$ cat config.mk
export PLATFORM = sky130hd
export DESIGN_NAME = itype_controller_flat
export DESIGN_NICKNAME = d
export VERILOG_FILES = /design/src/rtl/itype_pkg.sv /design/src/rtl/itype_controller_if.sv /design/src/rtl/itype_imm_ext.sv /design/src/rtl/itype_controller.sv /design/src/flat_wrapper.sv
export SDC_FILE = /design/constraint.sdc
export NUM_CORES = 1
export LEC_CHECK = 0
export ABC_AREA = 1
export CAP_MARGIN = 10
export CORE_ASPECT_RATIO = 0.9
export CORE_MARGIN = 2
export CORE_UTILIZATION = 45
export DETAILED_ROUTE_END_ITERATION = 8
export HOLD_SLACK_MARGIN = 0.1
export PLACE_DENSITY = 0.72
export RECOVER_POWER = 25
export SLEW_MARGIN = 0
export SYNTH_ARGS = -nofsm -noshare
export SYNTH_HDL_FRONTEND = slang
export SYNTH_HIERARCHICAL = 1
export SYNTH_SLANG_ARGS = --single-unit
$ cat constraint.sdc
create_clock -name clk -period 5.3 [get_ports clk]
set_clock_uncertainty 0.1 [all_clocks]
set_input_delay 1.06 -clock clk [delete_from_list [all_inputs] [get_ports clk]]
set_output_delay 1.06 -clock clk [all_outputs]
set_load 0.02 [all_outputs]
$ cat src/rtl/itype_pkg.sv
// Shared definitions for the I-type sequencer: opcodes, FSM states,
// writeback select encoding and the supported-opcode decoder.
package itype_pkg;

  localparam logic [5:0] OP_BEQ   = 6'b000100;
  localparam logic [5:0] OP_BNE   = 6'b000101;
  localparam logic [5:0] OP_ADDI  = 6'b001000;
  localparam logic [5:0] OP_ADDIU = 6'b001001;
  localparam logic [5:0] OP_SLTI  = 6'b001010;
  localparam logic [5:0] OP_SLTIU = 6'b001011;
  localparam logic [5:0] OP_ANDI  = 6'b001100;
  localparam logic [5:0] OP_ORI   = 6'b001101;
  localparam logic [5:0] OP_LUI   = 6'b001111;
  localparam logic [5:0] OP_LW    = 6'b100011;
  localparam logic [5:0] OP_SW    = 6'b101011;

  typedef enum logic [2:0] {
    S_IDLE    = 3'd0,
    S_FETCH   = 3'd1,
    S_DECODE  = 3'd2,
    S_EXECUTE = 3'd3,
    S_MEM     = 3'd4,
    S_WB      = 3'd5,
    S_HALT    = 3'd6
  } state_t;

  // Register-file write data source.
  typedef enum logic {
    WSEL_ALU = 1'b0,
    WSEL_MEM = 1'b1
  } wsel_t;

  function automatic logic op_supported(input logic [5:0] op);
    case (op)
      OP_ADDI, OP_ADDIU, OP_ANDI, OP_ORI, OP_LUI, OP_SLTI, OP_SLTIU,
      OP_BEQ, OP_BNE, OP_LW, OP_SW: return 1'b1;
      default:                      return 1'b0;
    endcase
  endfunction

endpackage

$ cat src/rtl/itype_controller_if.sv
// Bus bundle between the I-type sequencer and imem / register file / ALU / dmem.
//
// Handshake (imem and dmem alike): the controller raises req and holds it,
// with address and write enable stable, until it samples ack=1 on a rising
// edge; req drops in the following cycle. ack is only looked at while req=1,
// so an ack arriving with req=0 has no effect.
interface itype_controller_if;
  logic        imem_req;
  logic [31:0] imem_addr;
  logic        imem_ack;
  logic [31:0] imem_rdata;
  logic [4:0]  rs_addr;
  logic [4:0]  rt_addr;
  logic [5:0]  alu_opcode;
  logic [31:0] alu_imm;
  logic        alu_zero;
  logic        alu_ovf;
  logic        dmem_req;
  logic        dmem_we;
  logic        dmem_ack;
  logic        rf_we;
  logic [4:0]  rf_waddr;
  logic        rf_wsel;

  modport master (
    output imem_req, imem_addr, rs_addr, rt_addr, alu_opcode, alu_imm,
           dmem_req, dmem_we, rf_we, rf_waddr, rf_wsel,
    input  imem_ack, imem_rdata, alu_zero, alu_ovf, dmem_ack
  );

  modport slave (
    input  imem_req, imem_addr, rs_addr, rt_addr, alu_opcode, alu_imm,
           dmem_req, dmem_we, rf_we, rf_waddr, rf_wsel,
    output imem_ack, imem_rdata, alu_zero, alu_ovf, dmem_ack
  );
endinterface

$ cat src/rtl/itype_imm_ext.sv
// Immediate extender: turns the 16-bit instruction immediate into the 32-bit
// ALU operand. Branches are sign-extended, so the same output also serves as
// the branch word offset.
module itype_imm_ext
  import itype_pkg::*;
(
  input  logic [5:0]  opcode,
  input  logic [15:0] imm16,
  output logic [31:0] imm32
);

  // Zero-extend logical ops, shift LUI into the upper half, sign-extend the rest
  always_comb begin
    imm32 = {{16{imm16[15]}}, imm16};
    case (opcode)
      OP_ANDI, OP_ORI: imm32 = {16'h0000, imm16};
      OP_LUI:          imm32 = {imm16, 16'h0000};
      default:         imm32 = {{16{imm16[15]}}, imm16};
    endcase
  end

endmodule

$ cat src/rtl/itype_controller.sv
// Multi-cycle I-type sequencer: fetch, decode, execute, then complete by
// writeback, data-memory handshake or branch resolution. Owns the PC.
// Optional feature macro: ITYPE_CTRL_OVF_TRAP_EN (ADDI overflow halts with
// fault instead of writing back the wrapped result).
module itype_controller
  import itype_pkg::*;
#(
  parameter logic [31:0] RESET_PC    = 32'h0000_0000,
  parameter int          ACK_TIMEOUT = 16
) (
  input  logic               clk,
  input  logic               rst_n,
  input  logic               run,
  itype_controller_if.master bus,
  output logic [31:0]        pc,
  output logic               busy,
  output logic               illegal,
  output logic               fault,
  output state_t             dbg_state
);

  localparam int CW = (ACK_TIMEOUT > 1) ? $clog2(ACK_TIMEOUT) : 1;
  localparam logic [CW-1:0] CNT_LAST = CW'(ACK_TIMEOUT - 1);

  state_t        state, state_next, done_state;
  logic [31:0]   ir, pc_next, imm32, pc_plus4, br_target;
  logic [CW-1:0] cnt;
  logic [5:0]    opcode;
  logic          is_lw, is_sw, is_mem, is_branch, taken;
  logic          mem_phase, waiting, ack, timeout;
  logic          ir_load, set_illegal, set_fault;

  assign opcode    = ir[31:26];
  assign is_lw     = (opcode == OP_LW);
  assign is_sw     = (opcode == OP_SW);
  assign is_mem    = is_lw | is_sw;
  assign is_branch = (opcode == OP_BEQ) | (opcode == OP_BNE);
  assign taken     = (opcode == OP_BEQ) ? bus.alu_zero : ~bus.alu_zero;

  // The data request is raised already in EXECUTE so a zero-wait memory
  // completes in a single MEM cycle; the request then stays up through MEM.
  assign mem_phase = (state == S_MEM) | ((state == S_EXECUTE) & is_mem);
  assign waiting   = (state == S_FETCH) | mem_phase;
  assign ack       = (state == S_FETCH) ? bus.imem_ack : (mem_phase & bus.dmem_ack);
  // ack has priority: a timeout only counts when no ack is present.
  assign timeout   = waiting & ~ack & (cnt == CNT_LAST);

  assign done_state = run ? S_FETCH : S_IDLE;

  itype_imm_ext u_imm_ext (
    .opcode (opcode),
    .imm16  (ir[15:0]),
    .imm32  (imm32)
  );

  assign pc_plus4  = pc + 32'd4;
  assign br_target = pc_plus4 + {imm32[29:0], 2'b00};

  // Next-state, PC update and sticky-flag set requests
  always_comb begin
    state_next  = state;
    pc_next     = pc;
    ir_load     = 1'b0;
    set_illegal = 1'b0;
    set_fault   = 1'b0;
    case (state)
      S_IDLE: begin
        if (run) state_next = S_FETCH;
      end
      S_FETCH: begin
        if (ack) begin
          ir_load    = 1'b1;
          state_next = S_DECODE;
        end else if (timeout) begin
          set_fault  = 1'b1;
          state_next = S_HALT;
        end
      end
      S_DECODE: begin
        if (op_supported(opcode)) begin
          state_next = S_EXECUTE;
        end else begin
          set_illegal = 1'b1;
          state_next  = S_HALT;
        end
      end
      S_EXECUTE: begin
        if (is_branch) begin
          pc_next    = taken ? br_target : pc_plus4;
          state_next = done_state;
        end else if (is_mem) begin
          state_next = S_MEM;
          if (ack) begin
            if (is_sw) begin
              pc_next    = pc_plus4;
              state_next = done_state;
            end else begin
              state_next = S_WB;
            end
          end else if (timeout) begin
            set_fault  = 1'b1;
            state_next = S_HALT;
          end
`ifdef ITYPE_CTRL_OVF_TRAP_EN
        end else if ((opcode == OP_ADDI) && bus.alu_ovf) begin
          set_fault  = 1'b1;
          state_next = S_HALT;
`endif
        end else begin
          state_next = S_WB;
        end
      end
      S_MEM: begin
        if (ack) begin
          if (is_sw) begin
            pc_next    = pc_plus4;
            state_next = done_state;
          end else begin
            state_next = S_WB;
          end
        end else if (timeout) begin
          set_fault  = 1'b1;
          state_next = S_HALT;
        end
      end
      S_WB: begin
        pc_next    = pc_plus4;
        state_next = done_state;
      end
      S_HALT: begin
        state_next = S_HALT;
      end
      default: begin
        state_next = S_IDLE;
      end
    endcase
  end

  // State, PC and sticky status flags
  always_ff @(posedge clk or negedge rst_n) begin
    if (!rst_n) begin
      state   <= S_IDLE;
      pc      <= RESET_PC;
      illegal <= 1'b0;
      fault   <= 1'b0;
    end else begin
      state <= state_next;
      pc    <= pc_next;
      if (set_illegal) illegal <= 1'b1;
      if (set_fault)   fault   <= 1'b1;
    end
  end

  // Instruction register, loaded when the fetch is acknowledged
  always_ff @(posedge clk or negedge rst_n) begin
    if (!rst_n)       ir <= 32'h0;
    else if (ir_load) ir <= bus.imem_rdata;
  end

  // Ack wait counter, restarted for every new request
  always_ff @(posedge clk or negedge rst_n) begin
    if (!rst_n)                          cnt <= '0;
    else if (waiting && !ack && !timeout) cnt <= cnt + 1'b1;
    else                                 cnt <= '0;
  end

`ifndef ITYPE_CTRL_OVF_TRAP_EN
  logic unused_ovf;
  assign unused_ovf = bus.alu_ovf;
`endif

  assign bus.imem_req   = (state == S_FETCH);
  assign bus.imem_addr  = pc;
  assign bus.rs_addr    = ir[25:21];
  assign bus.rt_addr    = ir[20:16];
  assign bus.alu_opcode = opcode;
  assign bus.alu_imm    = imm32;
  assign bus.dmem_req   = mem_phase;
  assign bus.dmem_we    = mem_phase & is_sw;
  assign bus.rf_we      = (state == S_WB);
  assign bus.rf_waddr   = ir[20:16];
  assign bus.rf_wsel    = ((state == S_WB) && is_lw) ? WSEL_MEM : WSEL_ALU;
  assign busy           = (state != S_IDLE);
  assign dbg_state      = state;

endmodule

$ cat src/flat_wrapper.sv
// flat-port wrapper written by rule: the top's interface ports become plain ports
module itype_controller_flat import itype_pkg::*;
#(
  parameter logic [31:0] RESET_PC    = 32'h0000_0000,
  parameter int          ACK_TIMEOUT = 16
)
  (clk, rst_n, run, pc, busy, illegal, fault, dbg_state, bus_imem_req, bus_imem_addr, bus_rs_addr, bus_rt_addr, bus_alu_opcode, bus_alu_imm, bus_dmem_req, bus_dmem_we, bus_rf_we, bus_rf_waddr, bus_rf_wsel, bus_imem_ack, bus_imem_rdata, bus_alu_zero, bus_alu_ovf, bus_dmem_ack);
  itype_controller_if bus_i ();
  input  logic clk;
  input  logic rst_n;
  input  logic run;
  output logic [31:0] pc;
  output logic busy;
  output logic illegal;
  output logic fault;
  output state_t dbg_state;
  output wire logic [$bits(bus_i.imem_req)-1:0] bus_imem_req;
  output wire logic [$bits(bus_i.imem_addr)-1:0] bus_imem_addr;
  output wire logic [$bits(bus_i.rs_addr)-1:0] bus_rs_addr;
  output wire logic [$bits(bus_i.rt_addr)-1:0] bus_rt_addr;
  output wire logic [$bits(bus_i.alu_opcode)-1:0] bus_alu_opcode;
  output wire logic [$bits(bus_i.alu_imm)-1:0] bus_alu_imm;
  output wire logic [$bits(bus_i.dmem_req)-1:0] bus_dmem_req;
  output wire logic [$bits(bus_i.dmem_we)-1:0] bus_dmem_we;
  output wire logic [$bits(bus_i.rf_we)-1:0] bus_rf_we;
  output wire logic [$bits(bus_i.rf_waddr)-1:0] bus_rf_waddr;
  output wire logic [$bits(bus_i.rf_wsel)-1:0] bus_rf_wsel;
  input wire logic [$bits(bus_i.imem_ack)-1:0] bus_imem_ack;
  input wire logic [$bits(bus_i.imem_rdata)-1:0] bus_imem_rdata;
  input wire logic [$bits(bus_i.alu_zero)-1:0] bus_alu_zero;
  input wire logic [$bits(bus_i.alu_ovf)-1:0] bus_alu_ovf;
  input wire logic [$bits(bus_i.dmem_ack)-1:0] bus_dmem_ack;
  assign bus_imem_req = bus_i.imem_req;
  assign bus_imem_addr = bus_i.imem_addr;
  assign bus_rs_addr = bus_i.rs_addr;
  assign bus_rt_addr = bus_i.rt_addr;
  assign bus_alu_opcode = bus_i.alu_opcode;
  assign bus_alu_imm = bus_i.alu_imm;
  assign bus_dmem_req = bus_i.dmem_req;
  assign bus_dmem_we = bus_i.dmem_we;
  assign bus_rf_we = bus_i.rf_we;
  assign bus_rf_waddr = bus_i.rf_waddr;
  assign bus_rf_wsel = bus_i.rf_wsel;
  assign bus_i.imem_ack = bus_imem_ack;
  assign bus_i.imem_rdata = bus_imem_rdata;
  assign bus_i.alu_zero = bus_alu_zero;
  assign bus_i.alu_ovf = bus_alu_ovf;
  assign bus_i.dmem_ack = bus_dmem_ack;
  itype_controller #(.RESET_PC(RESET_PC), .ACK_TIMEOUT(ACK_TIMEOUT)) u_core (.clk(clk), .rst_n(rst_n), .run(run), .bus(bus_i), .pc(pc), .busy(busy), .illegal(illegal), .fault(fault), .dbg_state(dbg_state));
endmodule
==> results_dict.tcl, run 1 <==
set metrics [dict create \
    wirelength_mm 27.01 \
    synthArstFlopShare_pct 100.0 \
    die_width_um 142.8 \
    core_mm2 0.01695 \
    fin_tns_setup_ps 0 \
    crit_type "reg2out" \
    cts.sinks 71 \
    clock_path_buffers 2 \
    min_period_ps 3824 \
    timing.rr.start "u_core/ir[27]" \
    cp_max_fo 32 \
    hold_violations 0 \
    grt_antenna_before_repair 0 \
    die_h_um 128.9 \
    p_leak_nw 4.833 \
    syn2layout_area_growth_pct 21.11 \
    syn_area_mm2 0.007800 \
    clkTransAtPathRegs_ps 60 \
    layout_commonest_cell "nand2_1" \
    power_density_mw_per_mm2 748.2 \
    slew_headroom_pct -29.72 \
    ff_latch_area_mm2 0.001777 \
    cts_resized 0 \
    rows 45 \
    r2r_slack_ps 1500 \
    synth_cell_type_count 46 \
    track_usage_pct 29.75 \
    cts-root-buf "clkbuf_16" \
    first_pass_iters 6 \
    start_kind "flop" \
    reg2reg_depth 13 \
    final_cell_mix "nand2_1, clkdlybuf4s50_1, inv_1" \
    crit_path_start "u_core/ir[29]" \
    antenna_cells 0 \
    vdd_drop_max_mv 0.3849 \
    finalSetupViolations 0 \
    endpoint "bus_alu_imm[14]" \
    hold_path_class "reg2reg" \
    dp.cells 1612 \
    routedWlPerCell_um 16.59 \
    io_buffers 161 \
    fin_nets 1461 \
    ys_ff_latch 71 \
    start_util_pct 46.02 \
    violations "capacitance limit, slew limit" \
    syn_avg_cell_area_um2 6.000 \
    r2r_end "u_core/bus.imem_addr[17]" \
    required_ps 4140 \
    insertion_delay_ps 350 \
    drt.antenna.violating_nets 0 \
    vias 8554 \
    numCtsBuffers 9 \
    fillers 1739 \
    drtIter0Drc 804 \
    grt_pass1_wl_mm 42.31 \
    dieArea_mm2 0.01840 \
    worstPathArrival_ps 2660 \
    cts_max_level 3 \
    postCtsSetupBuffers 0 \
    stdcell_count 1628 \
    utilization_pct 55.74 \
    synth-edff-count 0 \
    maxSlewViolCount 72 \
    synth_warnings 6 \
    ios 167 \
    worst_pin_slew_ps 1946 \
    gp_congestion 0.9819 \
    grt_max_degree 72 \
    crit_path_end_kind "output pin" \
    fmax_mhz 261.5 \
    grt_overflow 0 \
    synth_cells 1300 \
    layout-drive-gt1-share_pct 4.523 \
    vias_per_cell 5.254 \
    rsz0062_at_grt "no" \
    cts_tree "yes" \
    place_hpwl_mm 21.19 \
    grt_pass1_vias 7869 \
    timing.final.crit_share_pct 72.15 \
    seq_area_frac_synth_pct 22.78 \
    ctsHoldBuffers 0 \
    drv_cap 1 \
    outcome "finished with violations" \
    synthFlopType "dfrtp_1" \
    multi_input_area_mm2 0.004822 \
    drc 0 \
]
==> routing by layer <==
| layer | up-vias | track usage, % | routed length (um) |
|---|---|---|---|
| met5 | - | 0 | 0 |
| met4 | 0 | 8.620 | 542 |
| met3 | 35 | 6.736 | 2259 |
| met2 | 389 | 47.43 | 12320 |
| met1 | 3870 | 40.59 | 11890 |
| li1 | 4260 | - | - |
==> kinds of logic after synthesis <==
group | synth area share [%]
AND/OR/NAND/NOR | 39.61
buffers and inverters | 15.58
AO/OA/AOI/OAI | 13.52
flip-flops | 22.78
adder cells (fa/ha/maj) | 5.550
XOR/XNOR | 2.919
other | 0.04808
==> power breakdown <==
group	switching [mW]	internal (mW)	total, mW
combinational	3.39	1.91	5.29
sequential	0.338	0.776	1.11
clock	0.286	0.375	0.661
total	4.01	3.06	7.07
==> synthesized netlist by cell type (9+ instances only) <==
cell | n | area share, %
nand2_1 | 442 | 21
inv_1 | 154 | 7.4
nor2_1 | 120 | 5.8
nand3_1 | 98 | 6.3
dfrtp_1 | 71 | 23
a21oi_1 | 65 | 4.2
o21ai_0 | 64 | 4.1
buf_4 | 58 | 5.6
ha_1 | 33 | 5.3
xor2_1 | 23 | 2.6
nor3_1 | 18 | 1.2
clkbuf_1 | 16 | 0.77
a21boi_0 | 14 | 1.3
nand4_1 | 13 | 1.0
buf_2 | 11 | 0.71
inv_2 | 9 | 0.43
==> through the flow <==
| step | total power [mW] | hold slack (ps) | setup WS [ps] | area [um2] |
|---|---|---|---|---|
| final | 7.068 | 358.7 | 1476 | 9447 |
| after global routing | 7.658 | 394.2 | 1105 | 9447 |
| after CTS | 7.026 | 359.5 | 1538 | 9449 |
| after detailed placement | 6.331 | 351.0 | 1420 | 9140 |
| after global placement | 6.299 | 348.8 | 1388 | 9140 |
| after floorplan | 4.689 | 332.9 | 2227 | 7811 |
==> area by class of cell <==
cell class                 count  share of cell area, %
tap                          235                  3.113
sequential                    71                  18.81
timing repair buffer         164                  17.25
clock inverter                 7                 0.8874
inverter                     164                  6.517
clock buffer                   9                  2.384
multi-input combinational    978                  51.05
==> critical path: stages (launching register included) <==
cell and delay [ps]:
dfrtp_1 440, nand2_1 170, nor2_4 150, a21boi_0 800
clkdlybuf4s50_1 760
==> worst min path at each step <==
stage	from	end	slack [ps]	cells after the start
floorplan	u_core/cnt[0]	u_core/cnt[0]	330	1
global placement	u_core/cnt[0]	u_core/cnt[0]	350	1
detailed placement	u_core/cnt[0]	u_core/cnt[0]	350	1
CTS	u_core/cnt[0]	u_core/cnt[0]	360	1
global route	u_core/ir[22]	u_core/ir[22]	390	2
finish	u_core/cnt[0]	u_core/cnt[0]	360	1
==> registers in the layout (all words and copies together) (netlist names) <==
name and cells:
u_core/bus.imem_addr 30, u_core/cnt 4, u_core/dbg_state 3, u_core/fault 1, u_core/illegal 1, u_core/ir 32
No activity file was read; power rests on OpenSTA's default activity.
==> run 2, diff against run 1 <==
==> constraint.sdc (replaced) <==
create_clock -name clk -period 3.6 [get_ports clk]
set_clock_uncertainty 0.1 [all_clocks]
set_input_delay 0.72 -clock clk [delete_from_list [all_inputs] [get_ports clk]]
set_output_delay 0.72 -clock clk [all_outputs]
set_load 0.02 [all_outputs]
==> run 2 against run 1 <==
The run still ends with capacitance limit, slew limit left; global-route usage is 1.4 points higher; largest cell class unchanged; sequential power is 41% higher; final cell count is 3.7% higher; critical path depth is 11 higher; wire length is 5.1% higher; register-to-register slack worse by 1400 ps; sequential share of layout area is 0.95 points lower; worst setup slack worse by 1300 ps; non-clock buffer count is 58 higher.
==> results_dict.tcl, run 2 (synthesis results as in run 1) <==
set metrics [dict create \
    outcome "finished with violations" \
    violations "capacitance limit, slew limit" \
    required_ps 3770 \
    dp.cells 1666 \
    insertion_delay_ps 350 \
    power_mw 10.96 \
    die_width_um 142.8 \
    worst_pin_slew_ps 1982 \
    cp_top_family "simple AND/OR/NAND/NOR gates" \
    cpPeakStageDelay_ps 500 \
    track_usage_pct 31.14 \
    vdd_drop_max_mv 0.6107 \
    crit_type "reg2reg" \
    die_h_um 128.9 \
    clkTransAtPathRegs_ps 60 \
    crit_path_end_kind "flop" \
    final_cell_mix "nand2_1, clkdlybuf4s50_1, inv_1" \
    grt_max_degree 72 \
    stdcell_count 1688 \
    fmax_mhz 288.6 \
    fillers 1717 \
    vias 9011 \
    routedWlPerCell_um 16.82 \
    place_area_mm2 0.009545 \
    crit_chain "nor2_4 -> nand3_2 -> nand3_4 -> nand2_1 -> ha_1 -> nand2_1 -> nor2_2 -> inv_1 -> nor2_1 -> nand4_1 -> nand4_1 -> nand3_1 -> nand3_1 -> nand3_1 -> a21oi_1" \
    cts_tree "yes" \
    worstPathArrival_ps 3640 \
    p_leak_nw 5.114 \
    hold_path_class "reg2reg" \
    ff_latch_area_mm2 0.001787 \
    cpMostUsedCell "nand3_1" \
    maxSlewViolCount 72 \
    rsz0062_at_grt "yes" \
    cp_max_fo 15 \
    wirelength_mm 28.39 \
    min_period_ps 3465 \
    met1_usage_pct 42.70 \
    io_buffers 161 \
    timing.final.crit_share_pct 96.26 \
    antenna_cells 0 \
    layout-drive-gt1-share_pct 11.01 \
    drv_cap 1 \
    grt.met2_usage_pct 49.92 \
    grtUsageMet3_pct 5.992 \
    first_pass_iters 7 \
    worst-path-buf-inv 1 \
    grt_overflow 0 \
    power_density_mw_per_mm2 1096 \
    gp_congestion 1.021 \
    grt_antenna_before_repair 0 \
    finalSetupViolations 0 \
    holdWs_ps 370.3 \
    start_util_pct 46.02 \
    ios 167 \
    dieArea_mm2 0.01840 \
    place_hpwl_mm 22.17 \
    core_mm2 0.01695 \
    drt.antenna.violating_nets 0 \
    design_area_mm2 0.01001 \
    hold_violations 0 \
    largest_reg_flops 32 \
    cts.sinks 71 \
    grt_pass1_vias 8350 \
    drtIter0Drc 853 \
    grt_pass1_wl_mm 44.25 \
    clock_path_buffers 2 \
    layout_commonest_cell "nand2_1" \
    start_kind "flop" \
    regMostFlops "u_core/ir" \
    crit_slowest_cell "dfrtp_1" \
    vias_per_cell 5.338 \
    syn2layout_area_growth_pct 28.30 \
    drc 0 \
    rows 45 \
    cts-root-buf "clkbuf_16" \
    fin_nets 1521 \
    grt_busiest_layer "met2" \
    slew_headroom_pct -32.16 \
    numCtsBuffers 9 \
    multi_input_area_mm2 0.004956 \
    cts_max_level 3 \
]
run 2: layout make-up:
| class | count | share of cell area (%) |
|---|---|---|
| Inverter | 164 | 6.152 |
| Timing Repair Buffer | 222 | 20.63 |
| Clock inverter | 6 | 0.5126 |
| Tap cell | 235 | 2.938 |
| Sequential cell | 71 | 17.85 |
| Multi-Input combinational cell | 980 | 49.52 |
| Clock buffer | 10 | 2.388 |
run 2: final timing paths:
path / depth (start not counted) / startpoint / to / slack [ps]
worst max-delay path: 15 / u_core/ir[30] / u_core/bus.imem_addr[21] / 130
worst min-delay path: 1 / u_core/cnt[0] / u_core/cnt[0] / 370
worst max register to register: 15 / u_core/ir[30] / u_core/bus.imem_addr[21] / 130
worst min register to register: 1 / u_core/cnt[0] / u_core/cnt[0] / 370
max in group asynchronous: 1 / rst_n / u_core/bus.imem_addr[5] / 1250
min in group asynchronous: 1 / rst_n / u_core/ir[8] / 830
run 2: repair_timing:
item,CTS,global route
hold buffers,0,0
setup buffers,0,4
endpoints found under the hold margin,0,0
setup endpoints to repair,0,21
gates resized for setup,0,41
run 2: routing by layer:
layer | wire, um | part of all wire (%) | vias up
met5 | 0 | 0 | -
met4 | 721 | 2.5 | 0
met3 | 2416 | 8.5 | 50
met2 | 12830 | 45 | 417
met1 | 12430 | 44 | 4168
li1 | - | - | 4376
run 2: report_power, final:
part / switching, mW / internal (mW)
registers: 0.411 / 1.15
clock network: 0.410 / 0.495
logic: 5.31 / 3.19
run 2: per-stage QoR:
step	utilization, %	setup TNS (ps)	worst slack [ps]
final	59.05	0	134.6
after global routing	59.05	-43.11	-22.06
after CTS	58.04	0	128.5
after detailed placement	56.32	0	155.2
after global placement	56.32	0	120.3
after floorplan	-	0	526.7
run 2: worst register-to-register path, cell delays in order (launching register included):
cell     delay, ps
dfrtp_1        500
nor2_4         310
nand3_2        170
nand3_4        220
nand2_1        230
ha_1           460
nand2_1        140
nor2_2         170
inv_1          110
nor2_1         140
nand4_1        170
nand4_1        150
nand3_1        120
nand3_1        140
nand3_1         90
a21oi_1        180
==> run 3, diff against run 2 <==
--- a/config.mk
+++ b/config.mk
@@ -11,6 +11,7 @@
 export CORE_MARGIN = 2
 export CORE_UTILIZATION = 45
 export DETAILED_ROUTE_END_ITERATION = 8
+export GPL_ROUTABILITY_DRIVEN = 0
 export HOLD_SLACK_MARGIN = 0.1
 export PLACE_DENSITY = 0.72
 export RECOVER_POWER = 25
==> run 3 against run 2 <==
The flow still finishes with violations (capacitance limit, slew limit); global-route usage fell by 1.8 points; via count increased by 0.12%; worst setup slack better by 40 ps; critical path depth rose by 1; power decreased by 1.4%; count of clock-buffer cells in the layout is 1 lower; hold slack got worse by 0.93 ps; final cell count down 1.5%; non-clock buffer count decreased by 23; cell area fell by 1.6%; die area stayed put; sequential power about the same; critical path type unchanged.
==> results_dict.tcl, run 3 (synthesis results as in run 1) <==
set metrics [dict create \
    grt_antenna_before_repair 0 \
    power_density_mw_per_mm2 1098 \
    ctsHoldBuffers 0 \
    place_hpwl_mm 21.06 \
    fillers 1636 \
    outcome "finished with violations" \
    vias 9022 \
    largest_reg_flops 32 \
    finalSetupViolations 0 \
    maxSlewViolCount 72 \
    insertion_delay_ps 350 \
    drt.antenna.violating_nets 0 \
    p_leak_nw 5.018 \
    worst-path-buf-inv 1 \
    hold_violations 0 \
    ios 167 \
    drc 0 \
    regMostFlops "u_core/ir" \
    die_width_um 142.8 \
    required_ps 3770 \
    io_buffers 161 \
    p_sw_mw 6.062 \
    hold_path_class "reg2reg" \
    reg2reg_depth 16 \
    syn2layout_area_growth_pct 26.23 \
    antenna_cells 0 \
    cts.sinks 71 \
    layout_commonest_cell "nand2_1" \
    cp_max_fo 6 \
    drv_cap 1 \
    switching_share_pct 56.09 \
    cts_max_level 3 \
    cts_tree "yes" \
    dieArea_mm2 0.01840 \
    p_int_mw 4.745 \
    numCtsBuffers 9 \
    p_comb_share_pct 76.6 \
    timing.final.crit_share_pct 95.16 \
    final_cell_mix "nand2_1, clkdlybuf4s50_1, inv_1" \
    r2r_slack_ps 170 \
    min_period_ps 3426 \
    seq_power_share_pct 14.6 \
    first_pass_iters 6 \
    holdWs_ps 369.4 \
    min-delay-start "u_core/cnt[0]" \
    worstPathArrival_ps 3600 \
    start_util_pct 46.02 \
    start_kind "flop" \
    cp.depth 16 \
    crit_path_start "u_core/bus.imem_addr[5]" \
    slew_headroom_pct -29.65 \
    wirelength_mm 27.28 \
    grt_pass1_wl_mm 41.97 \
    p_clk_share_pct 8.9 \
    die_h_um 128.9 \
    hold_depth 1 \
    vias_per_cell 5.425 \
    worst_pin_slew_ps 1945 \
    rows 45 \
    fin_tns_setup_ps 0 \
    cpPeakStageDelay_ps 410 \
    crit_chain "inv_1 -> nor3_1 -> nand2_1 -> nor3_2 -> xor2_1 -> ha_1 -> nand2_1 -> nand2_1 -> o21bai_1 -> a21oi_1 -> nand3_1 -> nand2_1 -> nand3_1 -> nand3_1 -> nand3_1 -> a21oi_1" \
    layout-drive-gt1-share_pct 8.824 \
    routedWlPerCell_um 16.40 \
    grt_pass1_vias 8138 \
    postCtsSetupBuffers 0 \
    clock_path_buffers 2 \
    fmax_mhz 291.9 \
    crit_path_end_kind "flop" \
    fin_nets 1496 \
    track_usage_pct 29.29 \
    crit_type "reg2reg" \
    crit_slowest_cell "dfrtp_2" \
    grt_overflow 0 \
    drtIter0Drc 932 \
    cts_resized 0 \
    timing.rr.start "u_core/bus.imem_addr[5]" \
    clkTransAtPathRegs_ps 60 \
    grt_max_degree 72 \
    vdd_drop_max_mv 0.5482 \
    cts-root-buf "clkbuf_16" \
    core_mm2 0.01695 \
    cp_top_family "simple AND/OR/NAND/NOR gates" \
    violations "capacitance limit, slew limit" \
]
[run 3: cell types whose count changed in the layout (fill, tap and decap cells not counted), sizes merged]
cell	before	now
nor2	130	128
buf	61	38
clkinv	4	5
bufinv	0	1
clkinvlp	1	0
clkbuf	11	10
[run 3: routing by layer]
metal | up-vias | global-route usage (%) | wire [um]
li1 | 4309 | - | -
met1 | 4120 | 38.86 | 11210
met2 | 515 | 45.96 | 11980
met3 | 78 | 6.848 | 2965
met4 | 0 | 12.41 | 1117
met5 | - | 0 | 0
[run 3: stage by stage]
| stage | utilization [%] | total power, mW | area, um2 | setup slack (ps) | std cells |
|---|---|---|---|---|---|
| 6_report | 58.10 | 10.81 | 9846 | 174.1 | 1663 |
| 5_1_grt | 58.10 | 11.61 | 9846 | -35.51 | 1663 |
| 4_1_cts | 57.29 | 10.53 | 9709 | 172.3 | 1663 |
| 3_5_place_dp | 55.48 | 9.501 | 9403 | 180.6 | 1647 |
| 3_3_place_gp | 55.48 | 9.404 | 9403 | 235.8 | 1647 |
| 2_1_floorplan | - | 6.903 | 7811 | 526.7 | 1303 |
[run 3: power by group through the flow]
stage                     combinational, mW  sequential, mW  clock (mW)
after floorplan                        5.22            1.68           0
after global placement                 7.84            1.56           0
after detailed placement               7.94            1.57           0
after CTS                              7.99            1.56       0.972
after global routing                   8.98            1.63        1.00
final                                  8.27            1.57       0.960
[run 3: cell type report]
type / count / area, um2 / share of cell area (%)
repair buffers: 199 / 1892 / 19.21
flip-flops and latches: 71 / 1782 / 18.10
multi-input cells: 978 / 4956 / 50.34
clock buffers: 9 / 225.2 / 2.287
inverters: 164 / 615.6 / 6.252
well taps: 235 / 294.0 / 2.986
clock inverters: 7 / 81.33 / 0.8260
[run 3: final timing paths]
| path | end |
|---|---|
| worst max-delay path | u_core/bus.imem_addr[21] |
| worst min-delay path | u_core/cnt[0] |
| worst max register to register | u_core/bus.imem_addr[21] |
| worst min register to register | u_core/cnt[0] |
| max in group asynchronous | u_core/bus.imem_addr[4] |
| min in group asynchronous | u_core/bus.imem_addr[20] |
